File: src/rtl/pong_pkg.sv
// Shared types and constants for the pong round/score sequencer.
// Holds the state enum, screen constants, winner encodings and a state helper.
package pong_pkg;

    localparam int unsigned X_W     = 10;
    localparam int unsigned SCORE_W = 4;
    localparam int unsigned CNT_W   = 8;

    localparam int unsigned H_ACTIVE = 640;
    localparam int unsigned V_ACTIVE = 480;

    typedef enum logic [2:0] {
        ST_IDLE      = 3'd0,
        ST_SERVE     = 3'd1,
        ST_PLAY      = 3'd2,
        ST_POINT     = 3'd3,
        ST_GAME_OVER = 3'd4
    } state_e;

    typedef enum logic [1:0] {
        WIN_NONE  = 2'b00,
        WIN_LEFT  = 2'b01,
        WIN_RIGHT = 2'b10
    } winner_e;

    // States in which an in-progress round can be frozen by pause.
    function automatic logic is_active_round(input state_e s);
        return (s == ST_SERVE) || (s == ST_PLAY) || (s == ST_POINT);
    endfunction

endpackage

File: src/rtl/pong_game_ctrl_if.sv
// Bus between the pong sequencer and its surroundings (VGA timing, ball, paddles).
// slave  : the sequencer (samples frame/start/clear/ball x, drives control and score).
// master : the environment driving the sequencer.
// Optional pause input exists only when PONG_PAUSE_EN is defined.
interface pong_game_ctrl_if;
    import pong_pkg::*;

    logic               frame_tick;
    logic               start_btn;
    logic               score_clr;
    logic [X_W-1:0]     ball_x_pos;
`ifdef PONG_PAUSE_EN
    logic               pause;
`endif
    logic               ball_hold;
    logic               ball_run;
    logic               paddles_en;
    logic               serve_dir;
    logic [SCORE_W-1:0] score_left;
    logic [SCORE_W-1:0] score_right;
    logic [1:0]         winner;
    logic [2:0]         state_o;

    modport slave (
        input  frame_tick, start_btn, score_clr, ball_x_pos,
`ifdef PONG_PAUSE_EN
        input  pause,
`endif
        output ball_hold, ball_run, paddles_en, serve_dir,
        output score_left, score_right, winner, state_o
    );

    modport master (
        output frame_tick, start_btn, score_clr, ball_x_pos,
`ifdef PONG_PAUSE_EN
        output pause,
`endif
        input  ball_hold, ball_run, paddles_en, serve_dir,
        input  score_left, score_right, winner, state_o
    );

endinterface

File: src/rtl/pong_game_ctrl_frame_delay_counter.sv
// 8-bit loadable frame down-counter.
// Ports: clk, reset (sync, active-high), load/load_val (load wins over tick),
//        tick (decrement strobe), done = tick while count is zero.
module frame_delay_counter
    import pong_pkg::*;
(
    input  logic             clk,
    input  logic             reset,
    input  logic             load,
    input  logic [CNT_W-1:0] load_val,
    input  logic             tick,
    output logic             done
);

    logic [CNT_W-1:0] count;

    // Count saturates at zero so a long-idle counter never wraps.
    always_ff @(posedge clk) begin
        if (reset) begin
            count <= '0;
        end else if (load) begin
            count <= load_val;
        end else if (tick && (count != '0)) begin
            count <= CNT_W'(count - CNT_W'(1));
        end
    end

    assign done = tick & (count == '0);

endmodule

File: src/rtl/pong_game_ctrl.sv
// Pong round/score sequencer: IDLE -> SERVE -> PLAY -> POINT -> (SERVE | GAME_OVER).
// Ports: clk, reset (sync, active-high), bus (pong_game_ctrl_if.slave):
//   in : frame_tick, start_btn, score_clr, ball_x_pos (+ pause with PONG_PAUSE_EN)
//   out: ball_hold, ball_run, paddles_en, serve_dir, score_left, score_right,
//        winner, state_o -- all registered.
// Optional feature macro: PONG_PAUSE_EN.
module pong_game_ctrl
    import pong_pkg::*;
#(
    parameter logic [X_W-1:0]     LEFT_GOAL_X  = 10'd8,
    parameter logic [X_W-1:0]     RIGHT_GOAL_X = 10'd632,
    parameter logic [CNT_W-1:0]   SERVE_FRAMES = 8'd60,
    parameter logic [CNT_W-1:0]   POINT_FRAMES = 8'd90,
    parameter logic [SCORE_W-1:0] WIN_SCORE    = 4'd7
)(
    input  logic              clk,
    input  logic              reset,
    pong_game_ctrl_if.slave   bus
);

    localparam logic [CNT_W-1:0] SERVE_LOAD = CNT_W'(SERVE_FRAMES - CNT_W'(1));
    localparam logic [CNT_W-1:0] POINT_LOAD = CNT_W'(POINT_FRAMES - CNT_W'(1));

    state_e             state, state_n;
    logic [SCORE_W-1:0] score_l, score_l_n;
    logic [SCORE_W-1:0] score_r, score_r_n;
    winner_e            winner, winner_n;
    logic               serve_dir, serve_dir_n;
    logic               start_q;
    logic               hold_q, hold_n;
    logic               run_q, run_n;
    logic               paddles_q, paddles_n;

    logic               start_rise;
    logic               pause_in;
    logic               paused;
    logic               tick_eff;
    logic               cnt_load;
    logic [CNT_W-1:0]   cnt_val;
    logic               cnt_done;

`ifdef PONG_PAUSE_EN
    assign pause_in = bus.pause;
`else
    assign pause_in = 1'b0;
`endif

    assign start_rise = bus.start_btn & ~start_q;
    assign paused     = pause_in & is_active_round(state);
    // A paused round sees no frame ticks, so its countdown freezes.
    assign tick_eff   = bus.frame_tick & ~paused;

    frame_delay_counter u_frame_cnt (
        .clk      (clk),
        .reset    (reset),
        .load     (cnt_load),
        .load_val (cnt_val),
        .tick     (tick_eff),
        .done     (cnt_done)
    );

    // State, score and output registers.
    always_ff @(posedge clk) begin
        if (reset) begin
            state     <= ST_IDLE;
            score_l   <= '0;
            score_r   <= '0;
            winner    <= WIN_NONE;
            serve_dir <= 1'b1;
            start_q   <= 1'b0;
            hold_q    <= 1'b1;
            run_q     <= 1'b0;
            paddles_q <= 1'b0;
        end else begin
            state     <= state_n;
            score_l   <= score_l_n;
            score_r   <= score_r_n;
            winner    <= winner_n;
            serve_dir <= serve_dir_n;
            start_q   <= bus.start_btn;
            hold_q    <= hold_n;
            run_q     <= run_n;
            paddles_q <= paddles_n;
        end
    end

    // Next-state, score and next-output logic.
    always_comb begin
        state_n     = state;
        score_l_n   = score_l;
        score_r_n   = score_r;
        winner_n    = winner;
        serve_dir_n = serve_dir;
        cnt_load    = 1'b0;
        cnt_val     = SERVE_LOAD;

        unique case (state)
            ST_IDLE: begin
                if (start_rise) begin
                    state_n   = ST_SERVE;
                    score_l_n = '0;
                    score_r_n = '0;
                    cnt_load  = 1'b1;
                    cnt_val   = SERVE_LOAD;
                end
            end
            ST_SERVE: begin
                if (cnt_done) begin
                    state_n = ST_PLAY;
                end
            end
            ST_PLAY: begin
                // Left-goal check first so a misconfigured overlap credits the right player.
                if (!paused) begin
                    if (bus.ball_x_pos <= LEFT_GOAL_X) begin
                        score_r_n   = SCORE_W'(score_r + SCORE_W'(1));
                        serve_dir_n = 1'b0;
                        state_n     = ST_POINT;
                        cnt_load    = 1'b1;
                        cnt_val     = POINT_LOAD;
                    end else if (bus.ball_x_pos >= RIGHT_GOAL_X) begin
                        score_l_n   = SCORE_W'(score_l + SCORE_W'(1));
                        serve_dir_n = 1'b1;
                        state_n     = ST_POINT;
                        cnt_load    = 1'b1;
                        cnt_val     = POINT_LOAD;
                    end
                end
            end
            ST_POINT: begin
                if (cnt_done) begin
                    if (score_l == WIN_SCORE) begin
                        winner_n = WIN_LEFT;
                        state_n  = ST_GAME_OVER;
                    end else if (score_r == WIN_SCORE) begin
                        winner_n = WIN_RIGHT;
                        state_n  = ST_GAME_OVER;
                    end else begin
                        state_n  = ST_SERVE;
                        cnt_load = 1'b1;
                        cnt_val  = SERVE_LOAD;
                    end
                end
            end
            ST_GAME_OVER: begin
                if (start_rise) begin
                    state_n   = ST_SERVE;
                    score_l_n = '0;
                    score_r_n = '0;
                    winner_n  = WIN_NONE;
                    cnt_load  = 1'b1;
                    cnt_val   = SERVE_LOAD;
                end
            end
            default: begin
                state_n = ST_IDLE;
            end
        endcase

        // Clear overrides every transition above; only reset outranks it.
        if (bus.score_clr) begin
            state_n   = ST_IDLE;
            score_l_n = '0;
            score_r_n = '0;
            winner_n  = WIN_NONE;
            cnt_load  = 1'b0;
        end

        hold_n    = (state_n != ST_PLAY);
        run_n     = (state_n == ST_PLAY) & ~pause_in;
        paddles_n = ((state_n == ST_SERVE) || (state_n == ST_PLAY)) & ~pause_in;
    end

    assign bus.ball_hold   = hold_q;
    assign bus.ball_run    = run_q;
    assign bus.paddles_en  = paddles_q;
    assign bus.serve_dir   = serve_dir;
    assign bus.score_left  = score_l;
    assign bus.score_right = score_r;
    assign bus.winner      = winner;
    assign bus.state_o     = state;

endmodule

File: src/flat_wrapper.sv
// flat-port wrapper written by rule: the top's interface ports become plain ports
module pong_game_ctrl_flat import pong_pkg::*;
#(
    parameter logic [X_W-1:0]     LEFT_GOAL_X  = 10'd8,
    parameter logic [X_W-1:0]     RIGHT_GOAL_X = 10'd632,
    parameter logic [CNT_W-1:0]   SERVE_FRAMES = 8'd60,
    parameter logic [CNT_W-1:0]   POINT_FRAMES = 8'd90,
    parameter logic [SCORE_W-1:0] WIN_SCORE    = 4'd7
)
  (clk, reset, bus_frame_tick, bus_start_btn, bus_score_clr, bus_ball_x_pos, bus_ball_hold, bus_ball_run, bus_paddles_en, bus_serve_dir, bus_score_left, bus_score_right, bus_winner, bus_state_o);
  pong_game_ctrl_if bus_i ();
  input  logic clk;
  input  logic reset;
  input wire logic [$bits(bus_i.frame_tick)-1:0] bus_frame_tick;
  input wire logic [$bits(bus_i.start_btn)-1:0] bus_start_btn;
  input wire logic [$bits(bus_i.score_clr)-1:0] bus_score_clr;
  input wire logic [$bits(bus_i.ball_x_pos)-1:0] bus_ball_x_pos;
  output wire logic [$bits(bus_i.ball_hold)-1:0] bus_ball_hold;
  output wire logic [$bits(bus_i.ball_run)-1:0] bus_ball_run;
  output wire logic [$bits(bus_i.paddles_en)-1:0] bus_paddles_en;
  output wire logic [$bits(bus_i.serve_dir)-1:0] bus_serve_dir;
  output wire logic [$bits(bus_i.score_left)-1:0] bus_score_left;
  output wire logic [$bits(bus_i.score_right)-1:0] bus_score_right;
  output wire logic [$bits(bus_i.winner)-1:0] bus_winner;
  output wire logic [$bits(bus_i.state_o)-1:0] bus_state_o;
  assign bus_i.frame_tick = bus_frame_tick;
  assign bus_i.start_btn = bus_start_btn;
  assign bus_i.score_clr = bus_score_clr;
  assign bus_i.ball_x_pos = bus_ball_x_pos;
  assign bus_ball_hold = bus_i.ball_hold;
  assign bus_ball_run = bus_i.ball_run;
  assign bus_paddles_en = bus_i.paddles_en;
  assign bus_serve_dir = bus_i.serve_dir;
  assign bus_score_left = bus_i.score_left;
  assign bus_score_right = bus_i.score_right;
  assign bus_winner = bus_i.winner;
  assign bus_state_o = bus_i.state_o;
  pong_game_ctrl #(.LEFT_GOAL_X(LEFT_GOAL_X), .RIGHT_GOAL_X(RIGHT_GOAL_X), .SERVE_FRAMES(SERVE_FRAMES), .POINT_FRAMES(POINT_FRAMES), .WIN_SCORE(WIN_SCORE)) u_core (.clk(clk), .reset(reset), .bus(bus_i));
endmodule
File: config.mk
export PLATFORM = sky130hd
export DESIGN_NAME = pong_game_ctrl_flat
export DESIGN_NICKNAME = d
export VERILOG_FILES = /design/src/rtl/pong_pkg.sv /design/src/rtl/pong_game_ctrl_if.sv /design/src/rtl/pong_game_ctrl_frame_delay_counter.sv /design/src/rtl/pong_game_ctrl.sv /design/src/flat_wrapper.sv
export SDC_FILE = /design/constraint.sdc
export NUM_CORES = 1
export LEC_CHECK = 0
export BUFFER_PORTS_ARGS = -buffer_cell sky130_fd_sc_hd__buf_4
export CAP_MARGIN = 10
export CORE_ASPECT_RATIO = 0.8
export CORE_MARGIN = 4
export CORE_UTILIZATION = 55
export CTS_CLUSTER_SIZE = 40
export DETAILED_ROUTE_END_ITERATION = 10
export HOLD_SLACK_MARGIN = 0.12
export PLACE_DENSITY_LB_ADDON = 0.25
export REMOVE_ABC_BUFFERS = 1
export SETUP_SLACK_MARGIN = 0.3
export SYNTH_ARGS = -nofsm -noshare
export SYNTH_HDL_FRONTEND = slang
export SYNTH_SLANG_ARGS = --single-unit
export TNS_END_PERCENT = 30
File: constraint.sdc
create_clock -name clk -period 4.35 [get_ports clk]
set_input_delay 0.435 -clock clk [delete_from_list [all_inputs] [get_ports clk]]
set_output_delay 0.435 -clock clk [all_outputs]
set_load 0.02 [all_outputs]
* After elaboration in Yosys (flattened, before gate mapping)
Cells that the tools add are included.
** Operators by class
- Bitwise operators :: 3
- Add/subtract/negate cells :: 3
- Equality and inequality tests :: 16
- Mux-type cells :: 35
- Magnitude comparators :: 2
- Reduce and logical (&&, ||, !) cells :: 15
** Operators with widths (count)
- $mux W8 :: 4
- $mux W3 :: 8
- $mux W4 :: 4
- $pmux W4 S2 :: 2
- $pmux W3 S4 :: 1
- $ge A10 B10 Y1 const B :: 1
- $le A10 B4 Y1 const B :: 1
- $eq A3 B2 Y1 const B :: 3
- $mux W1 :: 9
- $add A4 B1 Y4 const B :: 2
- $eq A4 B3 Y1 const B :: 2
- $logic_not A8 Y1 :: 1
- $mux W2 :: 4
- $reduce_and A4 Y1 :: 2
- $reduce_bool A2 Y1 :: 4
- $reduce_bool A8 Y1 :: 1
- $sub A8 B1 Y8 const B :: 1
- $mux W7 :: 1
- $eq A3 B1 Y1 const B :: 2
- $ne A2 B1 Y1 const B :: 3
- $ne A2 B2 Y1 const B :: 3
- $pmux W2 S2 :: 1
- $reduce_or A2 Y1 :: 2
- $eq A3 B3 Y1 const B :: 1
- other kinds (10) :: 11
** Word-level totals
- Word-level logic and storage cells :: 84
- Input bits :: 15
- Bits in registers :: 26

* Depth between registers and ports, before layout
- Depth in word-level cells :: 8
- Mapped depth :: 7
- Mapped depth without buffers :: 7

* By module
From an unflattened synthesis, not the netlist that was laid out.
** Second synthesis, totals
- Cells, all modules :: 175
- Area total of the unflattened synthesis :: 1490.2 µm²
** Modules (own cells, without submodules)
- pong_game_ctrl :: cells an instance 111, area an instance 965.9 µm², sequential area each 360.3 µm², instances 1
- frame_delay_counter :: cells an instance 64, area an instance 524.3 µm², sequential area each 160.2 µm², instances 1

* Worst setup path before layout
Ideal clock, no wire load.
- Path kind :: register to register
- Start point :: register u_core.u_frame_cnt.count[0]
- End point :: register u_core.winner[1] (netlist: u_core.bus.winner[1])
- Period minus slack after synthesis :: 1.853 ns
- Data arrival time :: 1.724 ns
- Slack :: 2.497 ns
- Stages on the path, launching flop included :: 8
- Path through :: dfxtp_1 inv_1 ha_1 or3b_2 a2111oi_4 a31o_2 a2bb2oi_1 nor3_1
** On the way
- Longest elaborated chain between the ends :: 4
** RTL lines
- start, declared :: RTL line pong_game_ctrl_frame_delay_counter.sv:15 : logic [CNT_W-1:0] count;
- start signal, assigned :: RTL line pong_game_ctrl_frame_delay_counter.sv:22 : count <= load_val;
- start signal, assigned :: RTL line pong_game_ctrl_frame_delay_counter.sv:24 : count <= CNT_W'(count - CNT_W'(1));
- $logic_not A8 Y1 :: RTL line pong_game_ctrl_frame_delay_counter.sv:28 : assign done = tick & (count == '0);
- $and A1 B1 Y1 :: RTL line pong_game_ctrl_frame_delay_counter.sv:28
- $ne A2 B1 Y1 (no source line)
- $reduce_and A4 Y1 (no source line)
- end signal, assigned :: RTL line pong_game_ctrl.sv:78 : winner <= winner_n;
- end, declared :: RTL line pong_game_ctrl.sv:27 : winner_e winner, winner_n;
No other way between the ends.
A chain may end at the register's enable or synchronous reset.

* Final worst setup path
- Start point :: register u_core.u_frame_cnt.count[0]
- End point :: register u_core.u_frame_cnt.count[4]
** On the way
- Longest elaborated chain between the ends :: 6
- Elaborated cells on any way between the ends :: 11
- Classes of those cells :: add/sub: 1; mux: 5; bitwise: 1; reduce/logical: 4
** RTL lines
- $logic_not A8 Y1 :: RTL line pong_game_ctrl_frame_delay_counter.sv:28
- $and A1 B1 Y1 :: RTL line pong_game_ctrl_frame_delay_counter.sv:28
- $mux W1 :: RTL line pong_game_ctrl.sv:131 : if (cnt_done) begin
- $pmux W1 S3 :: RTL line pong_game_ctrl.sv:97 : unique case (state)
- $mux W1 :: RTL line pong_game_ctrl.sv:161 : if (bus.score_clr) begin
- $mux W8 / $reduce_bool A2 Y1 (equally long branches)
Parallel ways exist; a longest one is shown, timed or not. The select of a mux whose other input is x is not followed.

==> results.py <==
metrics = {
    "timing": {
        "hold_viol": 0,
        "slew_violations": 0,
        "slew_headroom_pct": 56.7,
        "setup_viol": 0,
        "skew_ns": 0.00441,
        "period_minus_slack_ns": 2.26,
        "worst_slack_ns": 2.09,
        "tns_ns": 0,
        "rsz0062_at_grt": "no",
        "worst_slew_pin_slew_ns": 0.642,
        "post-route-period-util_pct": 51.9,
        "max_freq_mhz": 443,
    },
    "floorplanning": {
        "coreArea_sq_um": 2250,
        "fp.dieW_microns": 63.6,
        "die_h_microns": 52.5,
        "ios": 32,
        "dieArea_sq_um": 3340,
        "num_rows": 15,
        "initial_core_util_pct": 60.4,
    },
    "yosys": {
        "avgSynthCellArea_sq_um": 8.56,
        "async_reset_ff_share_pct": 0,
        "seq_area_frac_synth_pct": 38.2,
        "synth-simple-area-share_pct": 29.0,
        "synthAdderAreaFrac_pct": 3.68,
        "synth-compound-area-share_pct": 18.0,
        "synthXorXnorAreaFrac_pct": 5.15,
        "netlist_instances": 159,
        "synth_top_family_by_area": "simple AND/OR/NAND/NOR gates",
        "muxShareOfSynthArea_pct": 3.03,
        "synth-seq-cells": 26,
        "synth_cell_type_count": 44,
        "syn-cell-area_sq_um": 1360,
        "synth_flop_cell": "dfxtp_1",
        "yosysWarningCount": 0,
        "synth_edf_count": 0,
    },
    "layout": {
        "seqCellArea_sq_um": 520,
        "syn_to_final_growth_pct": 22.1,
        "fillers": 183,
        "final_cell_mix": "31 x buf_4, 26 x dfxtp_1, 22 x nor2_1",
        "final_nets": 210,
        "multiInputGateArea_sq_um": 802,
        "layout_commonest_cell": "buf_4",
        "drive_above_1_share_pct": 22.6,
        "antenna_cells": 0,
        "stdcell_area_sq_um": 1660,
    },
    "placed_design": {
        "dp_slack_ns": 2.32,
        "placedInstanceArea_sq_um": 1610,
        "port_buffers": 31,
        "dpl.hpwl_microns": 2430,
        "gp_congestion": 0.914,
    },
    "cts": {
        "clock_path_buffers": 2,
        "clkSlewWorstSetupHoldPaths_ns": 0.14,
        "worstSkewPairLatency_ns": 0.33,
        "cts_tree": "yes",
        "cts-hold-fix-buffers": 0,
        "cts_resized": 0,
        "root_buffer": "clkbuf_4",
        "post_cts_buffers": 0,
        "htreeDepth": 1,
        "numCtsBuffers": 3,
        "cts.sinks": 26,
    },
    "global_routing": {
        "track_usage_pct": 21.6,
        "first_global_vias": 1224,
        "gr-total-overflow": 0,
        "antenna_found_initial": 0,
        "grt_max_degree": 16,
        "grt_first_pass_wirelength_microns": 5600,
    },
    "job": {
        "cap_violations": 0,
    },
    "setup_path": {
        "cp_max_fo": 4,
        "r2r_setup_slack_ns": 2.09,
        "r2r-end": "u_core.u_frame_cnt.count[4]$_SDFFE_PP0P_",
        "timing.critical_path.from": "u_core.u_frame_cnt.count[0]$_SDFFE_PP0P_",
        "r2r-start": "u_core.u_frame_cnt.count[0]$_SDFFE_PP0P_",
        "reg2regPathDepth": 7,
        "cp-endpoint": "u_core.u_frame_cnt.count[4]$_SDFFE_PP0P_",
        "path_class": "reg -> reg",
        "startpoint_type": "flop",
        "worstPathRequired_ns": 4.62,
        "crit_arrival_ns": 2.52,
        "crit_path_end_kind": "flop",
    },
    "route": {
        "num_vias": 1325,
        "drc": 0,
        "viasPerCell": 6.16,
        "wire_per_inst_microns": 14.9,
        "drtIter0Drc": 117,
        "finalWirelength_microns": 3200,
        "dr.pass1.iters": 4,
        "final_antenna_net_count": 0,
    },
    "pwr": {
        "peakVddDrop_mv": 0.344,
        "power_density_nw_per_um2": 404,
        "power_leakage_nw": 0.668,
        "p_total_mw": 0.672,
    },
    "worst_hold_path": {
        "holdPathStages": 2,
        "hold_class": "in -> reg",
    },
    "run_status": {
        "status": "finished clean",
    },
}
[per-layer routing]
layer  global-route usage [%]  part of all wire (%)  vias to the layer above  routed length, microns
met5                        0                     0                        -                       0
met4                     4.30                  0.53                        0                      17
met3                     5.79                    11                        2                     349
met2                     36.9                    45                       74                    1440
met1                     27.6                    43                      604                    1390
li1                         -                     -                      645                       -
[through the flow]
step,util [%],hold slack [ns],instances
CTS,73.8,0.274,215
global placement,71.4,0.477,211
detailed placement,71.4,0.472,211
floorplan,-,0.504,155
finish,73.8,0.274,215
global route,73.8,0.272,215
[cell families after synthesis]
family                     count (synthesis)
and+or+nand+nor                           71
AOI/OAI and AO/OA                         36
DFF                                       26
buffers and inverters                     10
xor gates and xnor gates                   8
muxes                                      4
adders and majority gates                  4
[cells in the mapped netlist, types with 2 or more instances]
cell	number	area, sq um
a21oi_1	13	65.1
a31oi_1	2	12.5
clkbuf_1	3	11.3
dfxtp_1	26	521
ha_1	4	50.1
inv_1	6	22.5
mux2i_1	3	30.0
nand2_1	7	26.3
nand2b_1	3	18.8
nand3_1	6	30.0
nand3b_1	2	15.0
nand4_1	2	12.5
nor2_1	22	82.6
nor2b_1	5	31.3
nor3_1	7	35.0
nor3b_1	2	15.0
nor4_1	5	31.3
o21a_1	2	15.0
o21ai_0	7	35.0
o31ai_1	2	15.0
xnor2_1	5	43.8
xor2_1	3	26.3
[sequential cells by signal, indices dropped and copies added (netlist names)]
| name | count |
|---|---|
| u_core.bus.ball_run | 1 |
| u_core.bus.serve_dir | 1 |
| u_core.bus.ball_hold | 1 |
| u_core.bus.paddles_en | 1 |
| u_core.start_q | 1 |
| u_core.u_frame_cnt.count | 8 |
| u_core.bus.state_o | 3 |
| u_core.bus.score_right | 4 |
| u_core.bus.winner | 2 |
| u_core.bus.score_left | 4 |
[worst min-delay path by stage]
stage                                                 start                                        to  slack (ns)
after floorplan                                       reset  u_core.u_frame_cnt.count[0]$_SDFFE_PP0P_        0.50
after CTS                                     bus_score_clr         u_core.bus.winner[1]$_SDFFE_PP0P_        0.27
after global placement    u_core.bus.serve_dir$_SDFFE_PP1N_         u_core.bus.serve_dir$_SDFFE_PP1N_        0.48
after global routing                          bus_score_clr         u_core.bus.winner[1]$_SDFFE_PP0P_        0.27
final                                         bus_score_clr         u_core.bus.winner[1]$_SDFFE_PP0P_        0.27
after detailed placement  u_core.bus.serve_dir$_SDFFE_PP1N_         u_core.bus.serve_dir$_SDFFE_PP1N_        0.47
[cell type report]
| cell class | count | area share [%] |
|---|---|---|
| repair buffers | 31 | 14.0 |
| inverters | 6 | 1.36 |
| clock inverters | 1 | 1.81 |
| multi-input cells | 123 | 48.3 |
| well taps | 25 | 1.88 |
| flip-flops and latches | 26 | 31.3 |
| clock buffers | 3 | 1.36 |
[worst max-delay path, stage by stage (launching register included)]
cell and delay (ns):
dfxtp_1 0.32, inv_1 0.13, ha_1 0.23, nor3b_1 0.43, nand4_1 0.23, o21ai_0 0.42, o21ai_0 0.24, a21oi_1 0.20
[where the power goes]
group | internal [mW] | total (mW) | switching, mW
clock network | 0.0932 | 0.167 | 0.0739
logic | 0.0948 | 0.216 | 0.121
registers | 0.262 | 0.288 | 0.0260
total | 0.450 | 0.672 | 0.221
No activity file was read; power rests on OpenSTA's default activity.
